### config.mk
export PLATFORM = sky130hd
export DESIGN_NAME = inv_mix_columns_seq
export DESIGN_NICKNAME = d
export VERILOG_FILES = /design/src/rtl/aes_gf_pkg.sv /design/src/rtl/gf_mul_imc_coeff.sv /design/src/rtl/inv_mix_columns_seq.sv
export SDC_FILE = /design/constraint.sdc
export NUM_CORES = 1
export LEC_CHECK = 0
export CAP_MARGIN = 20
export CORE_ASPECT_RATIO = 0.8
export CORE_UTILIZATION = 39
export CTS_BUF_LIST = sky130_fd_sc_hd__clkbuf_4
export DETAILED_ROUTE_END_ITERATION = 10
export PLACE_DENSITY_LB_ADDON = 0.3
export SETUP_SLACK_MARGIN = 0.05
export SKIP_LAST_GASP = 1
export SLEW_MARGIN = 20
export SYNTH_ARGS = -nofsm -noshare
export SYNTH_HDL_FRONTEND = slang
export SYNTH_SLANG_ARGS = --single-unit
### constraint.sdc
create_clock -name clk_i -period 6.05 [get_ports clk_i]
set_input_delay 1.815 -clock clk_i [delete_from_list [all_inputs] [get_ports clk_i]]
set_output_delay 1.815 -clock clk_i [all_outputs]
set_load 0.01 [all_outputs]
### src/rtl/aes_gf_pkg.sv
// Shared GF(2^8) types, constants and the xtime helper for the AES column engines.
// No ports. Optional forward-mode support is gated by the MIX_FWD_MODE_EN macro in users.
package aes_gf_pkg;

  typedef logic [7:0] gf_byte_t;

  typedef enum logic [1:0] {
    IDLE    = 2'd0,
    COMPUTE = 2'd1,
    DONE    = 2'd2
  } imc_state_t;

  localparam gf_byte_t AES_RED_POLY = 8'h1B;

  localparam gf_byte_t C09 = 8'h09;
  localparam gf_byte_t C0B = 8'h0B;
  localparam gf_byte_t C0D = 8'h0D;
  localparam gf_byte_t C0E = 8'h0E;
  localparam gf_byte_t C02 = 8'h02;
  localparam gf_byte_t C03 = 8'h03;

  // Multiply by x modulo the AES polynomial.
  function automatic gf_byte_t xtime(input gf_byte_t a);
    gf_byte_t sh;
    sh = {a[6:0], 1'b0};
    return a[7] ? (sh ^ AES_RED_POLY) : sh;
  endfunction

endpackage

### src/rtl/gf_mul_imc_coeff.sv
// Constant GF(2^8) multiples of one byte, built from an xtime chain (x2, x4, x8).
// Ports: a_i - input byte; m09_o/m0b_o/m0d_o/m0e_o - InvMixColumns multiples;
//        m02_o/m03_o - MixColumns multiples (only when MIX_FWD_MODE_EN is defined).
module gf_mul_imc_coeff
  import aes_gf_pkg::*;
(
  input  gf_byte_t a_i,
  output gf_byte_t m09_o,
  output gf_byte_t m0b_o,
  output gf_byte_t m0d_o,
  output gf_byte_t m0e_o
`ifdef MIX_FWD_MODE_EN
  ,
  output gf_byte_t m02_o,
  output gf_byte_t m03_o
`endif
);

  gf_byte_t x2, x4, x8;

  assign x2 = xtime(a_i);
  assign x4 = xtime(x2);
  assign x8 = xtime(x4);

  assign m09_o = x8 ^ a_i;
  assign m0b_o = x8 ^ x2 ^ a_i;
  assign m0d_o = x8 ^ x4 ^ a_i;
  assign m0e_o = x8 ^ x4 ^ x2;

`ifdef MIX_FWD_MODE_EN
  assign m02_o = x2;
  assign m03_o = x2 ^ a_i;
`endif

endmodule

### src/rtl/inv_mix_columns_seq.sv
// Sequential AES InvMixColumns engine: one 32-bit column in via valid/ready,
// one result byte per cycle over four cycles, result held until consumed.
// Ports: clk_i, rst_ni (sync active-low); col_i/valid_i/ready_o input handshake;
//        col_o/valid_o/ready_i output handshake; mode_i (1 = forward MixColumns)
//        exists only when MIX_FWD_MODE_EN is defined.
// Parameter OUT_REG: 1 = col_o from a dedicated output flop, 0 = straight from result bytes.
module inv_mix_columns_seq
  import aes_gf_pkg::*;
#(
  parameter int unsigned OUT_REG = 1
) (
  input  logic        clk_i,
  input  logic        rst_ni,
`ifdef MIX_FWD_MODE_EN
  input  logic        mode_i,
`endif
  input  logic [31:0] col_i,
  input  logic        valid_i,
  output logic        ready_o,
  output logic [31:0] col_o,
  output logic        valid_o,
  input  logic        ready_i
);

  imc_state_t  state_q, state_d;
  logic [1:0]  row_q, row_d;
  logic [31:0] col_q, col_d;
  gf_byte_t    res_q [4];
  gf_byte_t    res_d [4];
  logic        valid_q, ready_q;
`ifdef MIX_FWD_MODE_EN
  logic        mode_q, mode_d;
`endif

  // Latched column bytes, row 0 in the top byte.
  gf_byte_t a [4];
  assign a[0] = col_q[31:24];
  assign a[1] = col_q[23:16];
  assign a[2] = col_q[15:8];
  assign a[3] = col_q[7:0];

  gf_byte_t m09 [4];
  gf_byte_t m0b [4];
  gf_byte_t m0d [4];
  gf_byte_t m0e [4];
`ifdef MIX_FWD_MODE_EN
  gf_byte_t m02 [4];
  gf_byte_t m03 [4];
`endif

  for (genvar g = 0; g < 4; g++) begin : g_coeff
    gf_mul_imc_coeff u_coeff (
      .a_i   (a[g]),
      .m09_o (m09[g]),
      .m0b_o (m0b[g]),
      .m0d_o (m0d[g]),
      .m0e_o (m0e[g])
`ifdef MIX_FWD_MODE_EN
      ,
      .m02_o (m02[g]),
      .m03_o (m03[g])
`endif
    );
  end

  // Rotated byte positions relative to the current row (2-bit wrap gives mod 4).
  logic [1:0] rp1, rp2, rp3;
  assign rp1 = row_q + 2'd1;
  assign rp2 = row_q + 2'd2;
  assign rp3 = row_q + 2'd3;

  gf_byte_t out_byte_c;
  always_comb begin
    out_byte_c = m0e[row_q] ^ m0b[rp1] ^ m0d[rp2] ^ m09[rp3];
`ifdef MIX_FWD_MODE_EN
    if (mode_q) begin
      out_byte_c = m02[row_q] ^ m03[rp1] ^ a[rp2] ^ a[rp3];
    end
`endif
  end

  // Next-state logic.
  always_comb begin
    state_d = state_q;
    row_d   = row_q;
    col_d   = col_q;
    res_d   = res_q;
`ifdef MIX_FWD_MODE_EN
    mode_d  = mode_q;
`endif
    case (state_q)
      IDLE: begin
        if (valid_i) begin
          col_d   = col_i;
          row_d   = 2'd0;
          state_d = COMPUTE;
`ifdef MIX_FWD_MODE_EN
          mode_d  = mode_i;
`endif
        end
      end
      COMPUTE: begin
        res_d[row_q] = out_byte_c;
        row_d        = row_q + 2'd1;
        if (row_q == 2'd3) begin
          state_d = DONE;
        end
      end
      DONE: begin
        if (ready_i) begin
          state_d = IDLE;
        end
      end
      default: state_d = IDLE;
    endcase
  end

  // State and handshake registers.
  always_ff @(posedge clk_i) begin
    if (!rst_ni) begin
      state_q <= IDLE;
      row_q   <= 2'd0;
      col_q   <= 32'h0;
      valid_q <= 1'b0;
      ready_q <= 1'b1;
      for (int i = 0; i < 4; i++) begin
        res_q[i] <= '0;
      end
`ifdef MIX_FWD_MODE_EN
      mode_q  <= 1'b0;
`endif
    end else begin
      state_q <= state_d;
      row_q   <= row_d;
      col_q   <= col_d;
      res_q   <= res_d;
      valid_q <= (state_d == DONE);
      ready_q <= (state_d == IDLE);
`ifdef MIX_FWD_MODE_EN
      mode_q  <= mode_d;
`endif
    end
  end

  assign valid_o = valid_q;
  assign ready_o = ready_q;

  if (OUT_REG != 0) begin : g_out_reg
    logic [31:0] out_q;
    // Capture the completed column on the same edge the last byte is written.
    always_ff @(posedge clk_i) begin
      if (!rst_ni) begin
        out_q <= 32'h0;
      end else if (state_q == COMPUTE && row_q == 2'd3) begin
        out_q <= {res_d[0], res_d[1], res_d[2], res_d[3]};
      end
    end
    assign col_o = out_q;
  end else begin : g_out_comb
    assign col_o = {res_q[0], res_q[1], res_q[2], res_q[3]};
  end

endmodule

==> results.yml, run 1 <==
run_status:
  status: "complete, no violations"
setup_path:
  crit_arrival_ns: 4.23
  required_ns: 6.44
  worst-path-max-fanout: 18
  startpoint_type: "register"
  worstSetupEndpointType: "register"
  crit_type: "register to register"
timing:
  tightest_slew_ns: 0.975
  fin_crit_sh: 0.635
  hold_viol_final: 0
  setup_viol: 0
  slew_viol_final: 0
  rsz0062_at_grt: "false"
  finalSetupTns_ns: 0
  period_needed_ns: 3.84
  finClkSkew_ns: 0.0306
  fmax_mhz: 260
  maxSlewHeadroom: 0.349
  fin_ws_ns: 2.21
global_routing:
  grt_first_pass_wirelength_mm: 27.4
  grt.overflow.total: 0
  grt_max_degree: 61
  grt_util_all_layers: 0.201
  antenna_found_initial: 0
  grt_pass1_vias: 4965
floorplan:
  row_count: 42
  io_pins: 70
  die_area_sq_um: 18100
  die_w_um: 150
  initial_core_util: 0.406
  core_sq_um: 16900
  die_h_um: 120
drt:
  via_count: 5069
  routed_wl_mm: 17.0
  ant_nets: 0
  via_per_inst: 5.27
  first_pass_iters: 5
  first_iter_violations: 394
  routedWlPerCell_um: 17.7
  drc: 0
power:
  power_frac_seq: 0.368
  combPwrFrac: 0.455
  power.leakage_nw: 3.10
  p_int_w: 0.00119
  power.switching_w: 0.000746
  p_per_area_nw_per_um2: 252
  irDropWorstVdd_v: 0.000113
  switching_share: 0.385
  clkPwrFrac: 0.177
clock_network:
  cts_resized: 0
  numCtsBuffers: 9
  clock_sinks: 94
  clock_latency_ns: 0.50
  postCtsSetupBuffers: 0
  ctsRootBufferMaster: "clkbuf_4"
  clock_path_buffers: 2
  holdBufCountCts: 0
  clk_pin_slew_ns: 0.18
  cts_htree_levels: 3
  cts_tree: "done"
finish:
  seqCellArea_sq_um: 1880
  diodes: 0
  nets: 777
  multiInputGateArea_sq_um: 4640
  drive_gt1_frac: 0.0485
  fillers: 1598
  synthToLayoutAreaGrowth_pct: 12.2
hold_path:
  min_path_type: "register to register"
synth:
  avgSynthCellArea_sq_um: 9.45
  synth_seq_cells: 94
  ys_seq_area_frac: 0.275
  synth_cells: 724
  synth_cell_types: 41
  synthArstFlopShare: 0
  yosys_warnings: 0
  syn_nets: 764
  synth_edf_count: 0
  synthFlopType: "dfxtp_1"
  synth_area_sq_um: 6850
placed_design:
  dp_hpwl_mm: 12.6
  finalWeightedCongestion: 0.876
  pre_cts_ws_ns: 2.19
  io_buffers: 69
run:
  cap_violations: 0
## worst paths after layout
path / from / to / slack (ns) / cells after the start
hold / removal: res_q[14]$_SDFF_PN0_ / res_q[14]$_SDFF_PN0_ / 0.48 / 2
setup reg to reg: row_q[0]$_SDFFE_PN0P_ / res_q[11]$_SDFF_PN0_ / 2.21 / 9
setup / recovery: row_q[0]$_SDFFE_PN0P_ / res_q[11]$_SDFF_PN0_ / 2.21 / 9
hold reg to reg: res_q[14]$_SDFF_PN0_ / res_q[14]$_SDFF_PN0_ / 0.48 / 2
## placed cells by master (no fill, tap or decap), types with 2 or more instances in the layout
master / n
mux4_2: 4
inv_1: 2
clkdlybuf4s50_1: 68
nor2_1: 39
mux2i_1: 50
xor2_1: 35
dfxtp_1: 94
inv_6: 2
o31ai_1: 6
nand3b_1: 2
a21oi_1: 44
nor3_1: 10
nand3_1: 48
inv_2: 2
xor3_1: 2
o211ai_1: 10
xnor3_1: 51
a221oi_1: 2
xnor2_1: 115
xnor2_2: 2
clkbuf_4: 9
nand2_1: 82
and2_1: 8
buf_4: 5
ha_1: 4
o21ai_0: 20
inv_8: 2
a41o_1: 3
a211oi_1: 5
## power groups by stage
| stage | clock network [W] | registers, W | logic [W] |
|---|---|---|---|
| floorplan | 0 | 0.000674 | 0.000717 |
| global placement | 0 | 0.000724 | 0.000868 |
| detailed placement | 0 | 0.000725 | 0.000876 |
| global route | 0.000381 | 0.000718 | 0.000947 |
| CTS | 0.000358 | 0.000712 | 0.000880 |
| finish | 0.000343 | 0.000712 | 0.000881 |
## cell usage after synthesis, drive strengths merged (2+ instances only)
library cell,number,share of area
clkbuf,47,0.026
mux2i,51,0.075
buf,25,0.019
nor2,39,0.021
o31ai,6,0.0066
dfxtp,94,0.27
and2,8,0.0073
mux4,4,0.013
inv,4,0.0022
nor3,10,0.0073
a21oi,44,0.032
o21ai,20,0.015
ha,4,0.0073
xor3,2,0.0069
nand3,48,0.035
a211oi,5,0.0055
a41o,3,0.0044
xor2,35,0.045
a221oi,2,0.0026
xnor2,117,0.15
nand2,83,0.046
nand3b,2,0.0022
o211ai,10,0.011
xnor3,52,0.17
## area by class of cell
type	count	share of cell area
clock buffers	9	0.00880
clock inverters	7	0.00945
inverters	5	0.00244
multi-input cells	553	0.604
flip-flops and latches	94	0.245
well taps	220	0.0358
repair buffers	74	0.0942
## per-layer routing
layer | vias up | track usage | routed length (um)
met1 | 2427 | 0.297 | 8330
met3 | 27 | 0.0355 | 952
met5 | - | 0 | 0
li1 | 2469 | - | -
met2 | 146 | 0.292 | 7420
met4 | 0 | 0.0663 | 342
## sequential cells by signal (all words and copies together), names as in the netlist
register / cells
a: 32
col_o: 32
ready_o: 1
res_q: 24
row_q: 2
state_q: 2
valid_o: 1
## metrics by stage
stage / hold WS, ns / power [W] / instance area, sq um / std cells / utilization
2_1_floorplan: 0.437 / 0.00139 / 6850 / 724 / -
3_3_place_gp: 0.451 / 0.00159 / 7540 / 946 / 0.447
3_5_place_dp: 0.453 / 0.00160 / 7540 / 946 / 0.447
4_1_cts: 0.475 / 0.00195 / 7680 / 962 / 0.455
5_1_grt: 0.496 / 0.00205 / 7680 / 962 / 0.455
6_report: 0.479 / 0.00194 / 7680 / 962 / 0.455
## cells by family after synthesis
group,after synthesis,synth area share
XOR/XNOR,206,0.375
adder cells (fa/ha/maj),4,0.00731
AND/OR/NAND/NOR,195,0.125
flip-flops,94,0.275
multiplexers,56,0.0899
buffers and inverters,77,0.0477
AO/OA/AOI/OAI,92,0.0802
## worst max-delay path, cell delays in order (launching register included)
cell and delay, ns:
dfxtp_1 0.74, inv_2 0.27, ha_1 0.57, inv_2 0.47
mux2i_1 0.25, xnor3_1 0.42, xnor2_1 0.20, xnor2_1 0.10
mux2i_1 0.51, o21ai_0 0.20
Note: power is estimated with default switching activity, not from simulation.
==> run 2, diff against run 1 <==
Clock period 6.05 ns to 3.8 ns, I/O delays scaled along.
==> results.yml, run 2 (synthesis gave the netlist of run 1 again) <==
run_status:
  status: "complete, no violations"
setup_path:
  required_ns: 4.25
  slowest_delay_ns: 0.62
  crit_type: "register to register"
  cp_cell_sequence: "xnor3_2 -> xnor3_1 -> mux2i_2 -> and4_1 -> a2111oi_2 -> and2_1 -> a41o_1"
  cp.buffers_inverters: 0
  slowest_stage: "xnor3_2"
  reg2reg_from: "a[21]$_SDFFE_PN0P_"
  r2r-end: "col_o[30]$_SDFFE_PN0P_"
  startpoint_type: "register"
  worst-path-max-fanout: 8
  worstSetupEndpointType: "register"
  r2r_slack_ns: 0.79
  crit_arrival_ns: 3.45
  path_delay_family: "XOR/XNOR gates"
  r2r_cells: 7
finish:
  layout_commonest_cell: "xnor2_1"
  nets: 798
  drive_gt1_frac: 0.0734
  stdcell_count: 983
  diodes: 0
  synthToLayoutAreaGrowth_pct: 14.3
  final_cell_mix: "115 x xnor2_1, 94 x dfxtp_1, 83 x nand2_1"
drt:
  routedWlPerCell_um: 17.4
  via_count: 5126
  first_iter_violations: 257
  drc: 0
  ant_nets: 0
  via_per_inst: 5.21
  routed_wl_mm: 17.1
  first_pass_iters: 5
timing:
  setup_viol: 0
  tightest_slew_ns: 0.631
  fmax_mhz: 333
  rsz0062_at_grt: "false"
  hold_viol_final: 0
  slew_viol_final: 0
  finClkSkew_ns: 0.0197
  worst_hold_slack_ns: 0.474
  period_needed_ns: 3.01
  fin_crit_sh: 0.791
  finalSetupTns_ns: 0
  maxSlewHeadroom: 0.580
power:
  p_per_area_nw_per_um2: 396
  irDropWorstVdd_v: 0.000220
  power.leakage_nw: 3.20
clock_network:
  clock_latency_ns: 0.50
  clk_pin_slew_ns: 0.17
  holdBufCountCts: 0
  ctsRootBufferMaster: "clkbuf_4"
  cts_tree: "done"
  cts_htree_levels: 3
  cts_resized: 0
  clock_path_buffers: 2
  postCtsSetupBuffers: 0
  clock_sinks: 94
  numCtsBuffers: 9
global_routing:
  grt_max_degree: 53
  grt_util_all_layers: 0.200
  antenna_found_initial: 0
  grt_pass1_vias: 5034
  grt.overflow.total: 0
  grt_first_pass_wirelength_mm: 27.6
placed_design:
  numPlacedInstances: 967
  finalWeightedCongestion: 0.885
  dp_hpwl_mm: 12.9
  io_buffers: 69
floorplan:
  die_h_um: 120
  die_w_um: 150
  row_count: 42
  core_sq_um: 16900
  die_area_sq_um: 18100
  initial_core_util: 0.406
  io_pins: 70
run:
  cap_violations: 0
hold_path:
  hold_start: "res_q[22]$_SDFF_PN0_"
  worstHoldPathCells: 2
  hold_path_end: "res_q[22]$_SDFF_PN0_"
  min_path_type: "register to register"
==> run 2: worst max-delay path by stage <==
stage / cells after the start / slack (ns) / from / endpoint
4_1_cts: 7 / 0.77 / a[21]$_SDFFE_PN0P_ / col_o[30]$_SDFFE_PN0P_
6_report: 7 / 0.79 / a[21]$_SDFFE_PN0P_ / col_o[30]$_SDFFE_PN0P_
5_1_grt: 7 / 0.55 / a[21]$_SDFFE_PN0P_ / col_o[30]$_SDFFE_PN0P_
3_5_place_dp: 7 / 0.82 / a[21]$_SDFFE_PN0P_ / col_o[30]$_SDFFE_PN0P_
3_3_place_gp: 7 / 0.91 / a[21]$_SDFFE_PN0P_ / col_o[30]$_SDFFE_PN0P_
2_1_floorplan: 13 / 0.38 / row_q[1]$_SDFFE_PN0P_ / col_o[15]$_SDFFE_PN0P_
==> run 2: worst register-to-register path, delay by kind of cell (launching register included) <==
kind / cells / cell delay, ns
AND/OR/NAND/NOR: 2 / 0.48
XOR/XNOR: 2 / 1.05
multiplexers: 1 / 0.10
AO/OA/AOI/OAI: 2 / 0.75
flip-flops: 1 / 0.59
==> run 2: per-layer routing <==
metal  wire length (um)  vias up  GRT usage
met1               8620     2481      0.291
met4                144        0     0.0436
met3                844       11     0.0389
met2               7490      125      0.305
li1                   -     2509          -
met5                  0        -          0
==> run 2: cell type report <==
type / count / area (sq um)
Fill cell: 1598 / 9040
Multi-Input combinational cell: 553 / 4640
Sequential cell: 94 / 1880
Timing Repair Buffer: 95 / 881
Tap cell: 220 / 275
Clock buffer: 9 / 67.6
Clock inverter: 7 / 62.6
Inverter: 5 / 18.8
==> run 2: stage by stage <==
step | worst slack [ns] | utilization | cell area (sq um) | power (W)
finish | 0.793 | 0.464 | 7820 | 0.00310
global route | 0.549 | 0.464 | 7820 | 0.00328
CTS | 0.775 | 0.464 | 7820 | 0.00312
detailed placement | 0.816 | 0.456 | 7690 | 0.00258
global placement | 0.915 | 0.456 | 7690 | 0.00256
floorplan | 0.383 | - | 6850 | 0.00221
==> run 2: power by group <==
| group | switching, W | internal (W) | leakage, nW | total [W] |
|---|---|---|---|---|
| logic | 0.000719 | 0.000738 | 2.36 | 0.00146 |
| clock network | 0.000391 | 0.000151 | 0.0751 | 0.000542 |
| registers | 0.0000668 | 0.00104 | 0.765 | 0.00110 |
==> run 3, diff against run 2 <==
Clock period 3.8 ns to 3 ns, I/O delays scaled along.
==> results.yml, run 3 (synthesis gave the netlist of run 1 again) <==
run_status:
  status: "complete, no violations"
finish:
  finish.utilization: 0.471
  nets: 810
  final_cell_mix: "114 x xnor2_1, 94 x dfxtp_1, 83 x nand2_1"
  layout_commonest_cell: "xnor2_1"
  synthToLayoutAreaGrowth_pct: 16.1
  drive_gt1_frac: 0.0916
floorplan:
  initial_core_util: 0.406
  io_pins: 70
  core_sq_um: 16900
  die_area_sq_um: 18100
  die_w_um: 150
  die_h_um: 120
  row_count: 42
timing:
  worst_hold_slack_ns: 0.480
  finClkSkew_ns: 0.0262
  setup_viol: 0
  finalSetupTns_ns: 0
  fmax_mhz: 355
  rsz0062_at_grt: "false"
  tightest_slew_ns: 0.718
  period_needed_ns: 2.82
  hold_viol_final: 0
  maxSlewHeadroom: 0.520
  fin_crit_sh: 0.939
  slew_viol_final: 0
clock_network:
  clock_latency_ns: 0.48
  clock_path_buffers: 2
  holdBufCountCts: 0
  cts_htree_levels: 3
  numCtsBuffers: 9
  ctsRootBufferMaster: "clkbuf_4"
  cts_resized: 0
  postCtsSetupBuffers: 0
  cts_tree: "done"
  clock_sinks: 94
  clk_pin_slew_ns: 0.18
placed_design:
  dp_hpwl_mm: 13.4
  finalWeightedCongestion: 0.893
  io_buffers: 69
setup_path:
  startpoint: "a[13]$_SDFFE_PN0P_"
  crit_end: "col_o[29]$_SDFFE_PN0P_"
  required_ns: 3.38
  reg2reg_from: "a[13]$_SDFFE_PN0P_"
  worstSetupEndpointType: "register"
  r2r_cells: 7
  r2r-end: "col_o[29]$_SDFFE_PN0P_"
  worst-path-max-fanout: 9
  startpoint_type: "register"
  r2r_slack_ns: 0.18
  crit_type: "register to register"
  crit_arrival_ns: 3.19
global_routing:
  grt_pass1_vias: 5030
  antenna_found_initial: 1
  grt_util_all_layers: 0.204
  grt.overflow.total: 0
  grt_max_degree: 53
  grt_first_pass_wirelength_mm: 28.0
drt:
  routed_wl_mm: 17.6
  ant_nets: 0
  routedWlPerCell_um: 17.6
  first_pass_iters: 5
  first_iter_violations: 343
  via_count: 5132
  drc: 0
  via_per_inst: 5.15
hold_path:
  min_path_type: "register to register"
run:
  cap_violations: 0
power:
  power.leakage_nw: 3.26
  irDropWorstVdd_v: 0.000236
  p_per_area_nw_per_um2: 504
[run 3: cell count changes in the layout (fill, tap and decap cells not counted), moves of 2 or more]
cell / previous run / this run
mux2i_1: 50 / 48
mux2i_2: 1 / 3
buf_4: 26 / 38
inv_6: 3 / 0
[run 3: worst min-delay path by stage]
stage | slack, ns | endpoint | startpoint | cells after the start
finish | 0.48 | res_q[14]$_SDFF_PN0_ | res_q[14]$_SDFF_PN0_ | 2
global route | 0.49 | res_q[30]$_SDFF_PN0_ | res_q[30]$_SDFF_PN0_ | 2
CTS | 0.48 | res_q[14]$_SDFF_PN0_ | res_q[14]$_SDFF_PN0_ | 2
detailed placement | 0.46 | res_q[14]$_SDFF_PN0_ | res_q[14]$_SDFF_PN0_ | 2
global placement | 0.45 | res_q[14]$_SDFF_PN0_ | res_q[14]$_SDFF_PN0_ | 2
floorplan | 0.44 | res_q[14]$_SDFF_PN0_ | res_q[14]$_SDFF_PN0_ | 2
[run 3: area by class of cell]
cell class / count / area, sq um
sequential: 94 / 1880
inverter: 5 / 21.3
fill: 1563 / 8920
tap: 220 / 275
antenna: 1 / 2.50
clock inverter: 7 / 75.1
clock buffer: 9 / 67.6
timing repair buffer: 107 / 971
multi-input combinational: 553 / 4650
[run 3: power by group]
part           switching [W]  internal (W)
clock               0.000512      0.000197
sequential         0.0000783       0.00131
combinational       0.000945      0.000958
total                0.00154       0.00247
[run 3: through the flow]
step                setup slack [ns]  total power, W  area [sq um]  cells
detailed placement             0.203         0.00331          7790    979
finish                         0.184         0.00400          7950    996
CTS                            0.176         0.00403          7940    995
global route                  0.0701         0.00422          7950    996
global placement               0.217         0.00329          7790    979
floorplan                     0.0693         0.00283          6860    724
[run 3: worst max-delay path, stage by stage (launching register included)]
cell and delay [ns]:
dfxtp_1 0.65, xnor3_1 0.57, xnor2_1 0.16, a221oi_1 0.38, xnor2_1 0.23, mux2i_1 0.17, xnor2_2 0.40, o211ai_1 0.18
[run 3: metal layers]
metal  routed length, um  part of all wire  track usage
met3                 941             0.054       0.0392
met4                 225             0.013       0.0511
met2                7790              0.44        0.309
met1                8590              0.49        0.295
met5                   0                 0            0
